--- src/rtl/fix_query_pkg.sv ---
// Shared types and default widths for the FIX query arbiter and the parser top.
package fix_query_pkg;

  localparam int TAG_WIDTH   = 32;
  localparam int VALUE_WIDTH = 256;
  localparam int NUM_MESSAGE = 10;

  typedef enum logic [1:0] {
    ST_IDLE,
    ST_ISSUE,
    ST_WAIT,
    ST_RESP
  } query_state_t;

endpackage

--- src/rtl/fix_query_arbiter_if.sv ---
// Client-side and search-path bundle of the query arbiter.
// The arbiter uses the slave modport; the clients/search-path model use master.
interface fix_query_arbiter_if #(
  parameter int NUM_REQ     = 4,
  parameter int TAG_WIDTH   = fix_query_pkg::TAG_WIDTH,
  parameter int VALUE_WIDTH = fix_query_pkg::VALUE_WIDTH,
  parameter int NUM_MESSAGE = fix_query_pkg::NUM_MESSAGE
);

  // Client side
  logic [NUM_REQ-1:0]             req_i;
  logic [NUM_REQ*TAG_WIDTH-1:0]   req_tag_i;
  logic [NUM_REQ*NUM_MESSAGE-1:0] req_msg_i;
  logic [NUM_REQ-1:0]             ack_o;
  logic [VALUE_WIDTH-1:0]         resp_value_o;
  logic                           resp_hit_o;

  // Search-path side
  logic [TAG_WIDTH-1:0]           find_tag_o;
  logic [NUM_MESSAGE-1:0]         message_num_o;
  logic                           read_message_o;
  logic [VALUE_WIDTH-1:0]         value_i;
  logic                           value_valid_i;

  // Status
  logic                           busy_o;

  modport slave (
    input  req_i, req_tag_i, req_msg_i, value_i, value_valid_i,
    output ack_o, resp_value_o, resp_hit_o, find_tag_o, message_num_o,
           read_message_o, busy_o
  );

  modport master (
    output req_i, req_tag_i, req_msg_i, value_i, value_valid_i,
    input  ack_o, resp_value_o, resp_hit_o, find_tag_o, message_num_o,
           read_message_o, busy_o
  );

endinterface

--- src/rtl/rr_arbiter.sv ---
// Combinational rotating-priority select: grants the first asserted request
// at or after ptr_i, wrapping modulo N. The pointer register lives in the parent.
module rr_arbiter #(
  parameter int N = 4
) (
  input  logic [N-1:0]         req_i,
  input  logic [$clog2(N)-1:0] ptr_i,
  output logic [N-1:0]         gnt_o,
  output logic [$clog2(N)-1:0] idx_o
);

  localparam int IW = $clog2(N);

  // Scan N candidates starting at the pointer; the first hit wins.
  always_comb begin
    logic          found;
    logic [IW:0]   cand;
    // NOTE: every output gets a default before the loop, so no path leaves a value unassigned and no latch is inferred.
    gnt_o = '0;
    idx_o = '0;
    found = 1'b0;
    for (int off = 0; off < N; off++) begin
      cand = {1'b0, ptr_i} + (IW+1)'(off);
      if (cand >= (IW+1)'(N)) cand = cand - (IW+1)'(N);
      if (!found && req_i[cand[IW-1:0]]) begin
        found                 = 1'b1;
        gnt_o[cand[IW-1:0]]   = 1'b1;
        idx_o                 = cand[IW-1:0];
      end
    end
  end

endmodule

--- src/rtl/fix_query_arbiter.sv ---
// Shares the tag-search / value-RAM read path among NUM_REQ query clients.
// Round-robin grant, one launch pulse per transaction, bounded wait for the
// value strobe, and a one-cycle ack with value and hit flag to the winner.
module fix_query_arbiter
  import fix_query_pkg::*;
#(
  parameter int NUM_REQ     = 4,
  parameter int TAG_WIDTH   = fix_query_pkg::TAG_WIDTH,
  parameter int VALUE_WIDTH = fix_query_pkg::VALUE_WIDTH,
  parameter int NUM_MESSAGE = fix_query_pkg::NUM_MESSAGE,
  parameter int TIMEOUT     = 15
) (
  input logic                clk,
  input logic                rst,
  fix_query_arbiter_if.slave bus
);

  localparam int IW = $clog2(NUM_REQ);
  localparam int CW = $clog2(TIMEOUT + 1);

  query_state_t           state_q;
  logic [IW-1:0]          rr_ptr_q;
  logic [IW-1:0]          gnt_idx_q;
  logic [NUM_REQ-1:0]     gnt_q;
  logic [CW-1:0]          wait_cnt_q;
  logic [TAG_WIDTH-1:0]   find_tag_q;
  logic [NUM_MESSAGE-1:0] message_num_q;
  logic                   read_message_q;
  logic [NUM_REQ-1:0]     ack_q;
  logic [VALUE_WIDTH-1:0] resp_value_q;
  logic                   resp_hit_q;

  logic [NUM_REQ-1:0]     arb_gnt;
  logic [IW-1:0]          arb_idx;
  logic [TAG_WIDTH-1:0]   find_tag_d;
  logic [NUM_MESSAGE-1:0] message_num_d;
  logic [IW-1:0]          rr_ptr_d;

  rr_arbiter #(.N(NUM_REQ)) u_rr_arbiter (
    .req_i (bus.req_i),
    .ptr_i (rr_ptr_q),
    .gnt_o (arb_gnt),
    .idx_o (arb_idx)
  );

  // Request fields of the client the arbiter would grant, and the pointer past the current grant.
  always_comb begin
    find_tag_d    = bus.req_tag_i[arb_idx*TAG_WIDTH +: TAG_WIDTH];
    message_num_d = bus.req_msg_i[arb_idx*NUM_MESSAGE +: NUM_MESSAGE];
    rr_ptr_d      = (gnt_idx_q == IW'(NUM_REQ - 1)) ? '0 : gnt_idx_q + IW'(1);
  end

  // Transaction FSM with registered launch, ack and response outputs.
  always_ff @(posedge clk or posedge rst) begin
    if (rst) begin
      state_q        <= ST_IDLE;
      rr_ptr_q       <= '0;
      gnt_idx_q      <= '0;
      gnt_q          <= '0;
      wait_cnt_q     <= '0;
      find_tag_q     <= '0;
      message_num_q  <= '0;
      read_message_q <= 1'b0;
      ack_q          <= '0;
      // NOTE: the wide value register is reset on purpose: the response bus must read 0 after reset.
      resp_value_q   <= '0;
      resp_hit_q     <= 1'b0;
    end else begin
      // NOTE: non-blocking throughout, so every branch sees the pre-edge register values.
      read_message_q <= 1'b0;
      ack_q          <= '0;
      case (state_q)
        ST_IDLE: begin
          if (|bus.req_i) begin
            gnt_idx_q      <= arb_idx;
            gnt_q          <= arb_gnt;
            find_tag_q     <= find_tag_d;
            message_num_q  <= message_num_d;
            read_message_q <= 1'b1;
            state_q        <= ST_ISSUE;
          end
        end
        ST_ISSUE: begin
          wait_cnt_q <= '0;
          state_q    <= ST_WAIT;
        end
        ST_WAIT: begin
          // A strobe in the timeout cycle still counts as a hit.
          if (bus.value_valid_i) begin
            resp_value_q <= bus.value_i;
            resp_hit_q   <= 1'b1;
            ack_q        <= gnt_q;
            state_q      <= ST_RESP;
          end else if (wait_cnt_q == CW'(TIMEOUT - 1)) begin
            resp_value_q <= '0;
            resp_hit_q   <= 1'b0;
            ack_q        <= gnt_q;
            state_q      <= ST_RESP;
          end else begin
            wait_cnt_q <= wait_cnt_q + CW'(1);
          end
        end
        ST_RESP: begin
          rr_ptr_q <= rr_ptr_d;
          state_q  <= ST_IDLE;
        end
        default: state_q <= ST_IDLE;
      endcase
    end
  end

  assign bus.find_tag_o     = find_tag_q;
  assign bus.message_num_o  = message_num_q;
  assign bus.read_message_o = read_message_q;
  assign bus.ack_o          = ack_q;
  assign bus.resp_value_o   = resp_value_q;
  assign bus.resp_hit_o     = resp_hit_q;
  assign bus.busy_o         = (state_q != ST_IDLE);

endmodule

--- src/flat_wrapper.sv ---
// flat-port wrapper written by rule: the top's interface ports become plain ports
module fix_query_arbiter_flat import fix_query_pkg::*;
#(
  parameter int NUM_REQ     = 4,
  parameter int TAG_WIDTH   = fix_query_pkg::TAG_WIDTH,
  parameter int VALUE_WIDTH = fix_query_pkg::VALUE_WIDTH,
  parameter int NUM_MESSAGE = fix_query_pkg::NUM_MESSAGE,
  parameter int TIMEOUT     = 15
)
  (clk, rst, bus_req_i, bus_req_tag_i, bus_req_msg_i, bus_value_i, bus_value_valid_i, bus_ack_o, bus_resp_value_o, bus_resp_hit_o, bus_find_tag_o, bus_message_num_o, bus_read_message_o, bus_busy_o);
  fix_query_arbiter_if #(.NUM_REQ(NUM_REQ), .TAG_WIDTH(TAG_WIDTH), .VALUE_WIDTH(VALUE_WIDTH), .NUM_MESSAGE(NUM_MESSAGE)) bus_i ();
  input logic clk;
  input logic rst;
  input wire logic [$bits(bus_i.req_i)-1:0] bus_req_i;
  input wire logic [$bits(bus_i.req_tag_i)-1:0] bus_req_tag_i;
  input wire logic [$bits(bus_i.req_msg_i)-1:0] bus_req_msg_i;
  input wire logic [$bits(bus_i.value_i)-1:0] bus_value_i;
  input wire logic [$bits(bus_i.value_valid_i)-1:0] bus_value_valid_i;
  output wire logic [$bits(bus_i.ack_o)-1:0] bus_ack_o;
  output wire logic [$bits(bus_i.resp_value_o)-1:0] bus_resp_value_o;
  output wire logic [$bits(bus_i.resp_hit_o)-1:0] bus_resp_hit_o;
  output wire logic [$bits(bus_i.find_tag_o)-1:0] bus_find_tag_o;
  output wire logic [$bits(bus_i.message_num_o)-1:0] bus_message_num_o;
  output wire logic [$bits(bus_i.read_message_o)-1:0] bus_read_message_o;
  output wire logic [$bits(bus_i.busy_o)-1:0] bus_busy_o;
  assign bus_i.req_i = bus_req_i;
  assign bus_i.req_tag_i = bus_req_tag_i;
  assign bus_i.req_msg_i = bus_req_msg_i;
  assign bus_i.value_i = bus_value_i;
  assign bus_i.value_valid_i = bus_value_valid_i;
  assign bus_ack_o = bus_i.ack_o;
  assign bus_resp_value_o = bus_i.resp_value_o;
  assign bus_resp_hit_o = bus_i.resp_hit_o;
  assign bus_find_tag_o = bus_i.find_tag_o;
  assign bus_message_num_o = bus_i.message_num_o;
  assign bus_read_message_o = bus_i.read_message_o;
  assign bus_busy_o = bus_i.busy_o;
  fix_query_arbiter #(.NUM_REQ(NUM_REQ), .TAG_WIDTH(TAG_WIDTH), .VALUE_WIDTH(VALUE_WIDTH), .NUM_MESSAGE(NUM_MESSAGE), .TIMEOUT(TIMEOUT)) u_core (.clk(clk), .rst(rst), .bus(bus_i));
endmodule
--- config.mk ---
export PLATFORM = sky130hd
export DESIGN_NAME = fix_query_arbiter_flat
export DESIGN_NICKNAME = d
export VERILOG_FILES = /design/src/rtl/fix_query_pkg.sv /design/src/rtl/fix_query_arbiter_if.sv /design/src/rtl/rr_arbiter.sv /design/src/rtl/fix_query_arbiter.sv /design/src/flat_wrapper.sv
export SDC_FILE = /design/constraint.sdc
export NUM_CORES = 1
export LEC_CHECK = 0
export ABC_AREA = 1
export BUFFER_PORTS_ARGS = -buffer_cell sky130_fd_sc_hd__buf_2
export CAP_MARGIN = 5
export CORE_AREA = 2 2 287 289
export CTS_BUF_LIST = sky130_fd_sc_hd__clkbuf_4 sky130_fd_sc_hd__clkbuf_8
export CTS_CLUSTER_DIAMETER = 50
export DETAILED_ROUTE_END_ITERATION = 16
export DIE_AREA = 0 0 289 291
export MAX_ROUTING_LAYER = met4
export SLEW_MARGIN = 0
export SYNTH_ARGS = -nofsm -noshare
export SYNTH_HDL_FRONTEND = slang
export SYNTH_SLANG_ARGS = --single-unit
--- constraint.sdc ---
create_clock -name clk -period 12.19 [get_ports clk]
set_input_delay 0.6095 -clock clk [delete_from_list [all_inputs] [get_ports clk]]
set_output_delay 0.6095 -clock clk [all_outputs]
set_load 0.1 [all_outputs]
; After elaboration in Yosys (flattened, before gate mapping)
; Cells that the tools add are included.
[word_totals]
in_bits = 431
elab_cells = 114
out_inout_bits = 305
ff_bits = 318
[classes]
n_shift = 2
n_lt_le_gt_ge = 12
eq_ne = 9
n_mux = 48
add_sub_neg = 9
n_reduce_logical = 19
n_mul = 1
bitwise_logic = 3
[ops]
columns = op, count
row1 = 2-to-1 mux 256 bit, 2
row2 = variable part select 128 x 8 -> 32 bit, 1
row3 = variable part select 40 x 7 -> 10 bit, 1
row4 = 2-to-1 mux 4 bit, 9
row5 = 2-to-1 mux 2 bit, 12
row6 = 2-to-1 mux 1 bit, 15
row7 = < comparator 2 x 3 -> 1 bit (second input constant), 4
row8 = bitwise OR 4 bit, 3
row9 = greater-or-equal comparator 3 bit (second input constant), 3
row10 = binary-select mux 1 bit (select 2 bit), 4
row11 = demux 1 bit (select 2 bit), 4
row12 = greater-or-equal comparator 2 x 1 -> 1 bit (second input constant), 4
row13 = case mux 2 bit (4 select lines), 1
row14 = case mux 4 bit (2 select lines), 1
row15 = subtractor 2 x 1 -> 2 bit (second input constant), 4
row16 = logical AND 1 bit, 7
row17 = adder 2 x 2 -> 3 bit (second input constant), 2
row18 = equality test 2 bit (second input constant), 3
row19 = AND reduction 2 bit, 3
row20 = nonzero test 2 bit, 3
row21 = multiplier 2 x 3 -> 5 bit (second input constant), 1
row22 = adder 4 x 1 -> 4 bit (second input constant), 1
row23 = equality test 4 bit (second input constant), 1
row24 = inequality test 2 bit (second input constant), 2
row25 = other kinds (10), 12

; Depth between registers and ports, before layout
[logic_depth]
ltp_word = 16
ltp_mapped = 18
mapped_depth_nobuf = 15

; Modules after synthesis
; A second synthesis with hierarchy kept.
[unflattened]
hier_cells = 1968
hier_area_um2 = 15092.0
[by_module_without_submodules]
columns = mod, n_inst, cells_per_inst, area_each_um2, seq_area_each_um2
row1 = fix_query_arbiter, 1, 1886, 14576.5, 7957.6
row2 = rr_arbiter, 1, 82, 515.5, 0.0

; Least setup slack after synthesis
; OpenSTA, ideal clock, no wires.
[synth_path]
path_kind = reg2reg
startpoint = reg u_core.rr_ptr_q[0]
endpoint = reg u_core.message_num_q[1] (netlist: u_core.bus.message_num_o[1])
slack_ns = 9.919
period_less_slack_ns = 2.271
path_stages_with_launch = 18
arrival_ns = 2.151
required_ns = 12.070
n_path_buf = 3
setup_ns = 0.120
path_cell_list = dfrtp_1 buf_6 inv_4 ha_1 inv_1 nand3_1 nand2_4 inv_2 nor2_8 nand2_1 nand2_2 buf_4 buf_2 nand3_1 nand3_1 nand2_1 nand2_1 nand2_1
[synth_between]
elab_chain_len = 16
word_cells_on_any_way = 38
cone_classes = 7 x add/sub / 1 x mul / 4 x order compare / 1 x shift / 19 x mux / 6 x reduce/logical
[synth_rtl]
columns = element, line_no
row1 = "start, declared", fix_query_arbiter.sv:22  ; logic [IW-1:0] rr_ptr_q;
row2 = "start signal, assigned", fix_query_arbiter.sv:104  ; rr_ptr_q <= rr_ptr_d;
row3 = "parallel branches: the longest is 13 deep, another holds adder 2 x 1 -> 3 bit", n/a
row4 = 2-to-1 mux 2 bit (*), rr_arbiter.sv:25  ; if (!found && req_i[cand[IW-1:0]]) begin
row5 = multiplier 2 x 3 -> 5 bit (*), fix_query_arbiter.sv:49  ; message_num_d = bus.req_msg_i[arb_idx*NUM_MESSAGE +: NUM_MESSAGE];
row6 = variable part select 40 x 7 -> 10 bit (*), fix_query_arbiter.sv:49
row7 = "end signal, assigned", fix_query_arbiter.sv:78  ; message_num_q <= message_num_d;
row8 = "end, declared", fix_query_arbiter.sv:27  ; logic [NUM_MESSAGE-1:0] message_num_q;
; Mark *: on every way between the ends. The select of a mux whose other input is x is not followed.
; A chain may end at the register's enable or synchronous reset.

; Final worst setup path
[layout_path]
startpoint = reg u_core.state_q[0]
endpoint = reg u_core.resp_value_q[226] (netlist: u_core.bus.resp_value_o[226])
[layout_between]
elab_chain_len = 2
[layout_rtl]
columns = element, line_no
row1 = "start, declared", fix_query_arbiter.sv:21  ; query_state_t state_q;
row2 = "start signal, assigned", fix_query_arbiter.sv:56  ; state_q <= ST_IDLE;
row3 = "start signal, assigned", fix_query_arbiter.sv:80  ; state_q <= ST_ISSUE;
row4 = "start signal, assigned", fix_query_arbiter.sv:85  ; state_q <= ST_WAIT;
row5 = equality test 2 bit, fix_query_arbiter.sv:72  ; case (state_q)
row6 = AND reduction 2 bit (no line), n/a
row7 = "end signal, assigned", fix_query_arbiter.sv:90  ; resp_value_q <= bus.value_i;
row8 = "end, declared", fix_query_arbiter.sv:30  ; logic [VALUE_WIDTH-1:0] resp_value_q;
; No other way between the ends.

==> reports/metrics.yaml <==
final_hold_viol_count: 0
rows: 105
cts_resized: 0
synth_edf_count: 0
synth_flop_cell: "dfrtp_1"
yosysTopAreaCellShare: 0.543
finish.net_count: 2994
vias_per_cell: 4.06
grt_pass1_vias: 14431
dp.final_hpwl_um: 38400
wl_per_cell_um: 14.7
whs_ns: 0.0707
core_sq_um: 81200
setup_tns_ns: 0
grt_pass1_wl_um: 81000
synthesis.area_sq_um: 14600
worst-setup-path-type: "flop to flop"
slew_violations: 0
clock_skew_ns: 0.0465
clk_pin_slew_ns: 0.06
syn_inst: 1867
cts_tree: "yes"
outcome: "completed"
maxCapViolCount: 0
cts_num_sinks: 318
placed_area_sq_um: 19300
maxSlewHeadroom: 0.325
final-setup-viol-count: 0
max_freq_ghz: 0.264
synth.area.top_cells: "dfrtp_1 (54%), nand2_1 (20%), nand3_1 (14%), inv_1 (3.3%), clkbuf_1 (2.5%)"
postSynthRegisterBits: 318
synth_top_area_cell: "dfrtp_1"
critPathLaunchType: "flop"
holdBufCountCts: 0
root_buffer: "clkbuf_8"
first_pass_iters: 5
cts.htree.levels: 2
grt_usage: 0.124
clk_latency_ns: 0.66
io_pins: 736
syn_nets: 2310
drc: 0
cp.arrival_ns: 4.37
syn_to_final_growth_pct: 40.4
synth.most_common_cell: "nand2_1"
synth.lib_cells_used.distinct: 29
rsz0062_at_grt: "false"
die_height_um: 291
numPortBuffers: 735
async_flop_share: 1.00
start_util: 0.180
end_kind: "flop"
via_count: 14904
cp_max_fo: 71
postCtsSetupRepairBufs: 0
clock_path_buffers: 3
setup_ws_ns: 8.40
numCtsBuffers: 60
avgSynthCellArea_sq_um: 7.85
dieArea_sq_um: 84100
min_period_ns: 3.79
ys_warn_count: 0
gp_congestion: 0.846
grt-ovfl-total: 0
die_w_um: 289
r2r_slack_ns: 8.40
drtIter0Drc: 795
critPathRequiredTime_ns: 12.76
ys_seq_area_frac: 0.543
min_path_type: "primary input to async pin"
post-place-ws_ns: 8.42
grt_max_degree: 153
synth_common_cells: "nand2_1 (798), nand3_1 (412), dfrtp_1 (318)"
tightest_slew_ns: 1.01
antenna_found_initial: 4
postLayoutCellArea_sq_um: 20600
final_antenna_net_count: 0
timing.final.crit_share: 0.311
drive_above_1_share: 0.338
wl_um: 53800
-- area by class of cell --
type                    count  area (sq um)
fillers                  8950         60600
flip-flops and latches    318          7960
multi-input cells        1290          5660
repair buffers            749          3800
well taps                1070          1340
clock buffers              95          1180
inverters                 132           513
clock inverters            13           111
diodes                      2          5.00
-- metal layers --
layer / GRT usage / part of all wire / vias to the layer above
met2: 0.203 / 0.48 / 579
met5: - / 0 / -
met3: 0.0266 / 0.073 / 103
li1: - / - / 7277
met4: 0.0407 / 0.029 / 0
met1: 0.152 / 0.42 / 6945
-- worst paths after layout --
kind                                               from                      endpoint  cells after the start
max in group asynchronous                           rst  u_core.bus.resp_value_o[192]                      3
min                                                 rst   u_core.bus.resp_value_o[62]                      2
max reg2reg                           u_core.state_q[0]  u_core.bus.resp_value_o[226]                      7
min in group clk                        bus_value_i[62]   u_core.bus.resp_value_o[62]                      3
min reg2reg                u_core.bus.resp_value_o[152]  u_core.bus.resp_value_o[152]                      2
max                                   u_core.state_q[0]  u_core.bus.resp_value_o[226]                      7
-- logic make-up after synthesis --
family          Yosys count  synth area share
simple gates           1245             0.360
fa+ha+maj                12            0.0103
buf+inv                 259            0.0724
flops                   318             0.543
compound gates           33            0.0137
-- placed cells by master, fill, tap and decap left out, drive strengths merged --
cell / n
nand2: 804
buf: 749
nand3: 413
dfrtp: 318
inv: 133
clkbuf: 95
nor2: 19
a21oi: 12
ha: 12
clkinv: 10
o211ai: 8
o21ai: 6
nand4: 5
a31oi: 4
diode: 2
and3: 2
nor3: 2
a221oi: 2
a22oi: 1
clkinvlp: 1
bufinv: 1
-- worst max-delay path, stage by stage, from the launching register on --
cell and delay, ns:
dfrtp_1 0.39, inv_1 0.15, ha_4 0.65, buf_4 0.70, buf_4 0.67, buf_4 0.70
nand3_1 0.19, nand2_1 0.12
-- registers in the layout (all words and copies together) (netlist names) --
register and cells:
u_core.wait_cnt_q 4, u_core.bus.read_message_o 1, u_core.bus.message_num_o 10, u_core.rr_ptr_q 2, u_core.state_q 2, u_core.bus.resp_value_o 256, u_core.bus.find_tag_o 32, u_core.gnt_idx_q 2
u_core.bus.resp_hit_o 1, u_core.bus.ack_o 4, u_core.gnt_q 4
-- through the flow --
stage                     cells  utilization
after floorplan            1867            -
final                      3669        0.253
after CTS                  3667        0.253
after global placement     3559        0.237
after global routing       3669        0.253
after detailed placement   3559        0.237
Power is left out: the tool's default activity adds up to more than one toggle a clock period on the data nets, which glitch-free logic cannot reach.
